[config.mk]
export PLATFORM = sky130hd
export DESIGN_NAME = cpu_program_loader
export DESIGN_NICKNAME = d
export VERILOG_FILES = /design/src/rtl/cpu_program_loader.sv
export SDC_FILE = /design/constraint.sdc
export NUM_CORES = 1
export LEC_CHECK = 0
export CORE_MARGIN = 3
export CORE_UTILIZATION = 25
export CTS_CLUSTER_DIAMETER = 50
export DETAILED_ROUTE_END_ITERATION = 10
export PLACE_DENSITY = 0.48
export SLEW_MARGIN = 25
export SYNTH_ARGS = -nofsm -noshare
export SYNTH_HDL_FRONTEND = slang
export SYNTH_SLANG_ARGS = --single-unit
[constraint.sdc]
create_clock -name clk -period 3.2 [get_ports clk]
set_input_delay 0.64 -clock clk [delete_from_list [all_inputs] [get_ports clk]]
set_output_delay 0.64 -clock clk [all_outputs]
set_load 0.02 [all_outputs]
[src/rtl/cpu_program_loader.sv]
// cpu_program_loader: streams a program image into the core's instruction and
// data memories, then releases the core from reset and runs it for a
// programmed number of cycles before reporting done.
module cpu_program_loader #(
   parameter int IMEM_DEPTH = 512,
   parameter int DMEM_DEPTH = 1024,
   parameter int RUN_W      = 32
) (
   input  logic             clk,
   input  logic             rst,
   input  logic             start,
   input  logic [9:0]       n_instr,
   input  logic [10:0]      n_dwords,
   input  logic [RUN_W-1:0] run_cycles,
   input  logic             s_valid,
   output logic             s_ready,
   input  logic [31:0]      s_data,
   output logic [63:0]      addr_ext,
   output logic             wen_ext,
   output logic             ren_ext,
   output logic [31:0]      wdata_ext,
   output logic [63:0]      addr_ext_2,
   output logic             wen_ext_2,
   output logic             ren_ext_2,
   output logic [63:0]      wdata_ext_2,
   output logic             cpu_arst_n,
   output logic             cpu_enable,
   output logic             busy,
   output logic             done,
   output logic             err_len
);

   // Largest legal counts, sized to the count ports.
   localparam logic [9:0]  IMEM_MAX = 10'(IMEM_DEPTH);
   localparam logic [10:0] DMEM_MAX = 11'(DMEM_DEPTH);

   typedef enum logic [2:0] {
      IDLE    = 3'd0,
      LOAD_I  = 3'd1,
      LOAD_LO = 3'd2,
      LOAD_HI = 3'd3,
      PREP    = 3'd4,
      RUN     = 3'd5,
      DONE    = 3'd6
   } state_t;

   state_t           state_reg, state_next;

   // Counts latched at an accepted start.
   logic [9:0]       n_instr_reg, n_instr_next;
   logic [10:0]      n_dwords_reg, n_dwords_next;
   logic [RUN_W-1:0] run_cycles_reg, run_cycles_next;

   // Progress counters.
   logic [9:0]       instr_cnt_reg, instr_cnt_next;
   logic [10:0]      dword_cnt_reg, dword_cnt_next;
   logic [RUN_W-1:0] run_cnt_reg, run_cnt_next;

   // Low half of the doubleword being assembled.
   logic [31:0]      lo_word_reg, lo_word_next;

   // Registered memory-write ports (one cycle after the accepting edge).
   logic [63:0]      addr_ext_reg, addr_ext_next;
   logic             wen_ext_reg, wen_ext_next;
   logic [31:0]      wdata_ext_reg, wdata_ext_next;
   logic [63:0]      addr_ext_2_reg, addr_ext_2_next;
   logic             wen_ext_2_reg, wen_ext_2_next;
   logic [63:0]      wdata_ext_2_reg, wdata_ext_2_next;
   logic             err_len_reg, err_len_next;

   logic             beat;
   logic             idle_or_done;
   logic             counts_ok;

   assign idle_or_done = (state_reg == IDLE) || (state_reg == DONE);
   assign counts_ok    = (n_instr <= IMEM_MAX) && (n_dwords <= DMEM_MAX);
   assign beat         = s_valid && s_ready;

   // Output decodes: all purely from registered state.
   assign s_ready     = (state_reg == LOAD_I) || (state_reg == LOAD_LO) || (state_reg == LOAD_HI);
   assign busy        = !idle_or_done;
   assign done        = (state_reg == DONE);
   assign cpu_enable  = (state_reg == RUN);
   // Core is held in reset while idle or loading; released from PREP onward.
   assign cpu_arst_n  = (state_reg == PREP) || (state_reg == RUN) || (state_reg == DONE);
   assign ren_ext     = 1'b0;
   assign ren_ext_2   = 1'b0;
   assign addr_ext    = addr_ext_reg;
   assign wen_ext     = wen_ext_reg;
   assign wdata_ext   = wdata_ext_reg;
   assign addr_ext_2  = addr_ext_2_reg;
   assign wen_ext_2   = wen_ext_2_reg;
   assign wdata_ext_2 = wdata_ext_2_reg;
   assign err_len     = err_len_reg;

   // Next-state and datapath: defaults hold everything, strobes return to 0.
   always_comb begin
      state_next       = state_reg;
      n_instr_next     = n_instr_reg;
      n_dwords_next    = n_dwords_reg;
      run_cycles_next  = run_cycles_reg;
      instr_cnt_next   = instr_cnt_reg;
      dword_cnt_next   = dword_cnt_reg;
      run_cnt_next     = run_cnt_reg;
      lo_word_next     = lo_word_reg;
      addr_ext_next    = addr_ext_reg;
      wen_ext_next     = 1'b0;
      wdata_ext_next   = wdata_ext_reg;
      addr_ext_2_next  = addr_ext_2_reg;
      wen_ext_2_next   = 1'b0;
      wdata_ext_2_next = wdata_ext_2_reg;
      err_len_next     = 1'b0;

      case (state_reg)
         IDLE, DONE: begin
            if (start) begin
               if (!counts_ok) begin
                  // Reject: report and leave state and latched counts alone.
                  err_len_next = 1'b1;
               end else begin
                  n_instr_next    = n_instr;
                  n_dwords_next   = n_dwords;
                  run_cycles_next = run_cycles;
                  instr_cnt_next  = '0;
                  dword_cnt_next  = '0;
                  run_cnt_next    = '0;
                  if (n_instr != 10'd0)
                     state_next = LOAD_I;
                  else if (n_dwords != 11'd0)
                     state_next = LOAD_LO;
                  else
                     state_next = PREP;
               end
            end
         end

         LOAD_I: begin
            if (beat) begin
               wen_ext_next   = 1'b1;
               wdata_ext_next = s_data;
               addr_ext_next  = {52'd0, instr_cnt_reg, 2'b00};
               instr_cnt_next = instr_cnt_reg + 10'd1;
               if (instr_cnt_reg == n_instr_reg - 10'd1)
                  state_next = (n_dwords_reg != 11'd0) ? LOAD_LO : PREP;
            end
         end

         LOAD_LO: begin
            if (beat) begin
               lo_word_next = s_data;
               state_next   = LOAD_HI;
            end
         end

         LOAD_HI: begin
            if (beat) begin
               wen_ext_2_next   = 1'b1;
               wdata_ext_2_next = {s_data, lo_word_reg};
               addr_ext_2_next  = {50'd0, dword_cnt_reg, 3'b000};
               dword_cnt_next   = dword_cnt_reg + 11'd1;
               if (dword_cnt_reg == n_dwords_reg - 11'd1)
                  state_next = PREP;
               else
                  state_next = LOAD_LO;
            end
         end

         PREP: begin
            // Single release cycle; the last write lands here.
            run_cnt_next = '0;
            state_next   = (run_cycles_reg == '0) ? DONE : RUN;
         end

         RUN: begin
            if (run_cnt_reg == run_cycles_reg - 1'b1)
               state_next = DONE;
            else
               run_cnt_next = run_cnt_reg + 1'b1;
         end

         default: state_next = IDLE;
      endcase
   end

   // State and datapath registers with synchronous reset; reset drops any pending strobe.
   always_ff @(posedge clk) begin
      if (rst) begin
         state_reg       <= IDLE;
         n_instr_reg     <= '0;
         n_dwords_reg    <= '0;
         run_cycles_reg  <= '0;
         instr_cnt_reg   <= '0;
         dword_cnt_reg   <= '0;
         run_cnt_reg     <= '0;
         lo_word_reg     <= '0;
         addr_ext_reg    <= '0;
         wen_ext_reg     <= 1'b0;
         wdata_ext_reg   <= '0;
         addr_ext_2_reg  <= '0;
         wen_ext_2_reg   <= 1'b0;
         wdata_ext_2_reg <= '0;
         err_len_reg     <= 1'b0;
      end else begin
         state_reg       <= state_next;
         n_instr_reg     <= n_instr_next;
         n_dwords_reg    <= n_dwords_next;
         run_cycles_reg  <= run_cycles_next;
         instr_cnt_reg   <= instr_cnt_next;
         dword_cnt_reg   <= dword_cnt_next;
         run_cnt_reg     <= run_cnt_next;
         lo_word_reg     <= lo_word_next;
         addr_ext_reg    <= addr_ext_next;
         wen_ext_reg     <= wen_ext_next;
         wdata_ext_reg   <= wdata_ext_next;
         addr_ext_2_reg  <= addr_ext_2_next;
         wen_ext_2_reg   <= wen_ext_2_next;
         wdata_ext_2_reg <= wdata_ext_2_next;
         err_len_reg     <= err_len_next;
      end
   end

endmodule

==> Word-level counts from Yosys, hierarchy flattened <==
Index checks and enable logic that the tools add are counted.
Widths: inputs -> output; s select.
{ "totals": {"register_bits": 261} }
{ "op_classes": {"n_bitwise": 4, "eq_ne": 17, "reduce_logical": 28, "order_cmp": 2, "n_mux": 27, "add_sub_neg": 6} }
{ "op_table": {"columns": ["cell", "n"], "rows": [
  ["$mux 32", 3],
  ["$pmux 32 s3", 1],
  ["$mux 11", 3],
  ["$mux 3", 11],
  ["$add 32x1->32 const B", 1],
  ["$eq 32x32->1", 1],
  ["$logic_not 32->1", 1],
  ["$sub 32x1->32 const B", 1],
  ["$mux 10", 3],
  ["$pmux 11 s2", 1],
  ["$reduce_bool 11->1", 2],
  ["$pmux 10 s2", 1],
  ["$pmux 3 s6", 1],
  ["$ne 2x2->1 const B", 6],
  ["$reduce_and 4->1", 3],
  ["$add 11x1->11 const B", 1],
  ["$eq 11x11->1", 1],
  ["$le 11x11->1 const B", 1],
  ["$sub 11x1->11 const B", 1],
  ["$add 10x1->10 const B", 1],
  ["$eq 10x10->1", 1],
  ["$le 10x10->1 const B", 1],
  ["$reduce_bool 10->1", 1],
  ["$sub 10x1->10 const B", 1],
  ["other kinds (18)", 36]
]} }

==> Depth between registers and ports, before layout <==
Gate-level depths: netlist (run 1).
{ "logic_depth": {"depth_word": 6, "mapped_depth": 15, "ltp_nobuf": 11} }

==> Worst setup path after synthesis (run 1) <==
Ideal clock, no wire load.
{ "synth_path": {"path_type": "register -> register", "start": "register run_cycles_reg[20]", "end": "register run_cnt_reg[1]", "arrival_ps": 3055, "setup_slack_ps": 78, "stages_incl_launch_ff": 14, "cell_sequence": "dfxtp_1 buf_6 or4_4 or3_1 or3_1 o31a_1 a2111o_1 nor3_2 a21o_1 buf_6 buf_8 buf_8 nand2_2 a21oi_2"} }
{ "synth_between": {"elab_chain_cells": 4} }
{ "synth_rtl": {"columns": ["item", "line", "rtl"], "rows": [
  ["start: declaration", "52", "logic [RUN_W-1:0] run_cycles_reg, run_cycles_next;"],
  ["start signal: assignment", "207", "run_cycles_reg <= run_cycles_next;"],
  ["$sub 32x1->32", "175", "if (run_cnt_reg == run_cycles_reg - 1'b1)"],
  ["$eq 32x32->1", "175", null],
  ["$ne 2x2->1 (no line)", null, null],
  ["$reduce_and 4->1 (no line)", null, null],
  ["end signal: assignment", "210", "run_cnt_reg <= run_cnt_next;"],
  ["end: declaration", "57", "logic [RUN_W-1:0] run_cnt_reg, run_cnt_next;"]
]} }
Every way passes these cells.
A chain may end at the register's enable or synchronous reset.

==> Worst setup path in the final report (run 1) <==
{ "layout_path": {"start": "register run_cycles_reg[20]", "end": "register run_cnt_reg[17]"} }
Same word-level chain as after synthesis.

==> impl_metrics.json, run 1 <==
{
  "status": "complete, but fails checks",
  "violations": "negative setup slack",
  "cts_hold_buf": 0,
  "worst-path-max-fanout": 8,
  "design_area_mm2": 0.0173,
  "synth_area_per_cell_um2": 7.65,
  "synth_area_mm2": 0.0127,
  "drive_gt1_share_pct": 12.4,
  "maxSlewViolCount": 0,
  "start_util_pct": 25.6,
  "cp-start-kind": "flop",
  "setup_viol": 5,
  "rsz0062_at_grt": "yes",
  "detailed_place.area_mm2": 0.0156,
  "crit_slowest_cell": "or4_4",
  "num_rows": 81,
  "wl_per_cell_um": 16.0,
  "grt_start_max_net_pins": 143,
  "cp.required_ps": 3670,
  "min_path_type": "reg -> reg",
  "io_buffers": 213,
  "io_pins": 323,
  "synth_edf_count": 0,
  "synth_xor_area_share_pct": 6.58,
  "avgViaCountPerCell": 4.55,
  "htreeDepth": 2,
  "drcViolationCount": 0,
  "routed_wl_um": 41700,
  "crit_cells": 11,
  "period_needed_ps": 3220,
  "antenna_found_initial": 2,
  "synth_top_family_by_area": "simple AND/OR/NAND/NOR gates",
  "vias": 11800,
  "clkTransAtPathRegs_ps": 50,
  "yosys.area_share.simple_pct": 25.8,
  "dp_hpwl_um": 29300,
  "coreArea_mm2": 0.0495,
  "async_flop_share_pct": 0,
  "largest_reg_flops": 64,
  "fin_nets": 2003,
  "setup_ws_ps": -18.2,
  "ys_seq_elements": 261,
  "grtUsageTotal_pct": 14.8,
  "tightest_slew_ps": 901,
  "crit_type": "reg -> reg",
  "path_buf_inv": 2,
  "placedCellCount": 2519,
  "ys_top_cells_by_count": "nand2_1 (457), dfxtp_1 (261), a21oi_1 (235)",
  "p_per_area_mw_per_mm2": 660,
  "cts_tree": "built",
  "drtIter0Drc": 603,
  "dr.pass1.iters": 5,
  "cts_sinks": 261,
  "final_util_pct": 35.0,
  "syn_inst": 1655,
  "grt_pass1_vias": 11100,
  "synth_largest_area_cell": "dfxtp_1",
  "synthTopCellsByArea": "dfxtp_1 (41%), nand2_1 (14%), a21oi_1 (9.3%), buf_4 (6.5%), xnor2_1 (3.4%)",
  "numCtsBuffers": 39,
  "grt.overflow.total": 0,
  "post-route-period-util_pct": 101,
  "syn2layout_area_growth_pct": 36.6,
  "yosysWarnings": 0,
  "synth-seq-area-share_pct": 41.3,
  "synth_flop_cell": "dfxtp_1",
  "die_area_mm2": 0.0534,
  "place_congestion": 0.803,
  "power_w": 0.0114,
  "clkLatencyLatePin_ps": 560,
  "yosysMostFrequentCell": "nand2_1",
  "max_freq_mhz": 311,
  "ant_nets": 0,
  "fin_cells": 2600,
  "p_leak_nw": 6.24,
  "cp-end-kind": "flop",
  "synth.top_cell.area_share_pct": 41.3,
  "clock_path_buffers": 3,
  "fp.dieW_um": 231,
  "synthDistinctLibCells": 68,
  "drv_cap": 0,
  "vdd_drop_max_mv": 0.416,
  "synth_fa_ha_area_share_pct": 0.870,
  "grt_pass1_wl_um": 63600,
  "synth_compound_area_share_pct": 14.4,
  "die_y_um": 231,
  "synthMuxAreaShare_pct": 0.563,
  "whs_path_depth": 2,
  "cpLargestDelayFamily": "simple AND/OR/NAND/NOR gates",
  "r2r_setup_slack_ps": -20,
  "worstPathCellList": "or4_4 > or3_4 > or3_1 > o31a_1 > a2111o_1 > nor3_2 > a21o_2 > buf_12 > buf_8 > o31ai_1 > a21oi_2",
  "slew_headroom_pct": 39.9,
  "finalHoldViolations": 0,
  "max_stage_delay_ps": 530,
  "critPathArrivalTime_ps": 3690,
  "root_buffer": "clkbuf_16",
  "whs_ps": 449,
  "fin_skew_ps": 30.2,
  "reg2reg_depth": 11
}
==> layout make-up <==
class,instances,area [um2]
fill,5197,32200
multi-input combinational,1271,6730
sequential,261,5230
timing repair buffer,315,3120
clock buffer,50,1080
tap,664,831
clock inverter,19,235
inverter,18,67.6
antenna,2,5.00
==> worst register-to-register path: cells and delay by family (launching register included) <==
family	cells	cell delay (ps)
flops	1	310
buf+inv	2	280
compound gates	5	1110
simple gates	4	1450
==> routing by layer <==
layer	track usage, %	share of wire, %	up-vias
met5	0	0	-
met4	4.38	2.3	0
met3	3.23	5.2	52
met2	24.4	48	268
met1	19.5	45	5618
li1	-	-	5883
==> cell usage in the layout (no fill, tap or decap), types with 41 or more instances in the layout <==
cell type,Yosys,layout
clkbuf_16,0,43
conb_1,1,109
buf_4,109,84
xnor2_1,49,49
nand2_1,457,453
clkdlybuf4s50_1,0,212
a21oi_1,235,228
xor2_1,41,41
dfxtp_1,261,256
nor2_1,63,62
==> power by group <==
group	switching, W	internal (W)	total, W
Combinational	0.00195	0.00161	0.00356
Sequential	0.000159	0.00343	0.00359
Clock	0.00163	0.00265	0.00428
Total	0.00374	0.00769	0.0114
==> timing repair <==
item                                    in CTS  in global routing
resized for setup                            4                 66
endpoints found under the setup margin      15                 30
pin swaps                                    2                 57
cloned                                       1                  4
setup buffers                                0                  5
==> per-stage QoR <==
step	setup TNS (ps)	setup slack [ps]
after detailed placement	-5080	-268
final	-48.4	-18.2
after floorplan	0	77.9
after CTS	0	3.88
after global routing	-2240	-122
after global placement	-4360	-229
==> worst paths after layout <==
| check | startpoint | endpoint |
|---|---|---|
| max | run_cycles_reg[20]$_SDFFE_PP0P_ | run_cnt_reg[17]$_SDFFE_PP0P_ |
| min | lo_word_reg[18]$_SDFFE_PP0P_ | wdata_ext_2[18]$_SDFFE_PP0P_ |
| max reg2reg | run_cycles_reg[20]$_SDFFE_PP0P_ | run_cnt_reg[17]$_SDFFE_PP0P_ |
| min reg2reg | lo_word_reg[18]$_SDFFE_PP0P_ | wdata_ext_2[18]$_SDFFE_PP0P_ |
==> logic make-up (layout without fill, tap and decap cells) <==
family | count (synthesis) | in the layout
compound gates | 325 | 325
xor+xnor | 92 | 92
fa+ha+maj | 9 | 9
buf+inv | 231 | 402
flops | 261 | 261
mux | 7 | 7
other cells | 1 | 111
simple gates | 729 | 729
(Power assumes the default switching activity.)
==> run 2: changes to the inputs <==
--- a/config.mk
+++ b/config.mk
@@ -10,6 +10,7 @@
 export CTS_CLUSTER_DIAMETER = 50
 export DETAILED_ROUTE_END_ITERATION = 10
 export PLACE_DENSITY = 0.48
+export SETUP_SLACK_MARGIN = 0.05
 export SLEW_MARGIN = 25
 export SYNTH_ARGS = -nofsm -noshare
 export SYNTH_HDL_FRONTEND = slang
==> run 2 against run 1 <==
The flow now finishes without violations; clock skew up 0.66 ps; die area unchanged; final cell count unchanged; cell area about the same; clock power about the same; combinational power about the same; clock-buffer cell count unchanged; hold slack about the same; sequential cell count unchanged; sequential share of layout area about the same; critical path depth down 1; total power up 0.34%; critical path type unchanged.
==> impl_metrics.json, run 2 (synthesized netlist as in run 1, its figures left out) <==
{
  "status": "complete, no violations",
  "avgViaCountPerCell": 4.54,
  "p_clk_share_pct": 37.3,
  "wl_per_cell_um": 16.0,
  "dp_hpwl_um": 29300,
  "p_sw_share_pct": 32.6,
  "numCtsBuffers": 39,
  "htreeDepth": 2,
  "hold_start": "lo_word_reg[18]$_SDFFE_PP0P_",
  "drtIter0Drc": 625,
  "largest_reg_flops": 64,
  "fin_nets": 2003,
  "clkTransAtPathRegs_ps": 50,
  "fin_skew_ps": 30.8,
  "whs_ps": 449,
  "grt.overflow.total": 0,
  "dr.pass1.iters": 5,
  "setup_viol": 0,
  "p_per_area_mw_per_mm2": 663,
  "critPathArrivalTime_ps": 3600,
  "grt_start_max_net_pins": 143,
  "slew_headroom_pct": 40.1,
  "num_rows": 81,
  "cp-end-kind": "flop",
  "reg2reg_from": "run_cycles_reg[20]$_SDFFE_PP0P_",
  "p_leak_nw": 6.25,
  "met2_usage_pct": 24.4,
  "mostFrequentLayoutCell": "nand2_1",
  "grt_pass1_wl_um": 63700,
  "combPwrFrac_pct": 31.4,
  "cts_sinks": 261,
  "fillers": 5212,
  "final_cell_mix": "nand2_1 (454), dfxtp_1 (255), a21oi_1 (231), clkdlybuf4s50_1 (212), conb_1 (109)",
  "io_buffers": 213,
  "fp.dieW_um": 231,
  "drive_gt1_share_pct": 12.2,
  "seq_power_share_pct": 31.3,
  "crit_type": "reg -> reg",
  "grt_pass1_vias": 11200,
  "vdd_drop_max_mv": 0.417,
  "place_congestion": 0.803,
  "io_pins": 323,
  "maxSlewViolCount": 0,
  "min_path_type": "reg -> reg",
  "worst-path-max-fanout": 8,
  "grt_util_met3_pct": 3.26,
  "max_freq_mhz": 313,
  "seqCellArea_mm2": 0.00523,
  "die_y_um": 231,
  "setup_tns_ps": 0,
  "drcViolationCount": 0,
  "syn2layout_area_growth_pct": 36.5,
  "cp-start-kind": "flop",
  "internal-power_w": 0.00773,
  "ant_nets": 0,
  "post-route-period-util_pct": 99.8,
  "start_util_pct": 25.6,
  "use_met1_pct": 19.5,
  "vias": 11800,
  "clkLatencyLatePin_ps": 560,
  "grt_busiest_layer": "met2",
  "period_needed_ps": 3190,
  "clock_path_buffers": 3,
  "cts_hold_buf": 0,
  "antenna_found_initial": 2,
  "drv_cap": 0,
  "r2r_setup_slack_ps": 7,
  "die_area_mm2": 0.0534,
  "rsz0062_at_grt": "yes",
  "cp.required_ps": 3610,
  "grtUsageTotal_pct": 14.8,
  "p_sw_w": 0.00373,
  "finalHoldViolations": 0,
  "multi_input_area_mm2": 0.00671,
  "root_buffer": "clkbuf_16",
  "startpoint": "run_cycles_reg[20]$_SDFFE_PP0P_",
  "coreArea_mm2": 0.0495,
  "tightest_slew_ps": 899,
  "cts_tree": "built",
  "routed_wl_um": 41700
}
[run 2: through the flow]
step | setup WS [ps] | std cells | total power [W] | util (%) | cell area, um2
6_report | 7.32 | 2600 | 0.0115 | 35.0 | 17300
5_1_grt | -98.5 | 2600 | 0.0121 | 35.0 | 17300
4_1_cts | 39.7 | 2591 | 0.0113 | 34.4 | 17000
3_5_place_dp | -268 | 2519 | 0.00666 | 31.5 | 15600
3_3_place_gp | -229 | 2519 | 0.00664 | 31.5 | 15600
2_1_floorplan | 77.9 | 1763 | 0.00557 | - | 13100
[run 2: layout make-up]
class / count / share of cell area, %
flip-flops and latches: 261 / 30.3
clock inverters: 19 / 1.36
repair buffers: 315 / 18.1
inverters: 18 / 0.391
well taps: 664 / 4.81
multi-input cells: 1271 / 38.8
clock buffers: 50 / 6.23
diodes: 2 / 0.0289
[run 2: critical path: stages, from the launching register on]
cell,delay (ps)
dfxtp_2,310
or4_4,530
or3_4,340
or3_1,350
o31a_1,250
a2111o_1,360
nor3_2,260
a21o_4,220
bufbuf_16,280
or4_4,120
a21oi_2,40
[run 2: metal layers]
| metal | share of wire [%] | wire, um | vias to the layer above |
|---|---|---|---|
| met4 | 2.3 | 960 | 0 |
| li1 | - | - | 5876 |
| met3 | 5.2 | 2170 | 52 |
| met1 | 45 | 18700 | 5599 |
| met2 | 48 | 19900 | 280 |
| met5 | 0 | 0 | - |
[run 2: repair_timing]
| item | in CTS | in global routing |
|---|---|---|
| resized for setup | 12 | 50 |
| pin swaps | 7 | 46 |
| gates cloned | 2 | 3 |
| setup endpoints to repair | 17 | 34 |
| buffers inserted | 1 | 4 |
[run 2: worst paths after layout]
| path | endpoint | depth (start not counted) |
|---|---|---|
| worst max-delay path | run_cnt_reg[29]$_SDFFE_PP0P_ | 10 |
| worst max register to register | run_cnt_reg[29]$_SDFFE_PP0P_ | 10 |
| worst min register to register | wdata_ext_2[18]$_SDFFE_PP0P_ | 2 |
| worst min-delay path | wdata_ext_2[18]$_SDFFE_PP0P_ | 2 |
[run 2: power by group through the flow]
| stage | Combinational, W | Sequential (W) | Clock, W |
|---|---|---|---|
| floorplan | 0.00189 | 0.00368 | 0 |
| global placement | 0.00299 | 0.00365 | 0 |
| detailed placement | 0.00301 | 0.00365 | 0 |
| CTS | 0.00327 | 0.00358 | 0.00442 |
| global route | 0.00389 | 0.00361 | 0.00455 |
| finish | 0.00359 | 0.00359 | 0.00428 |
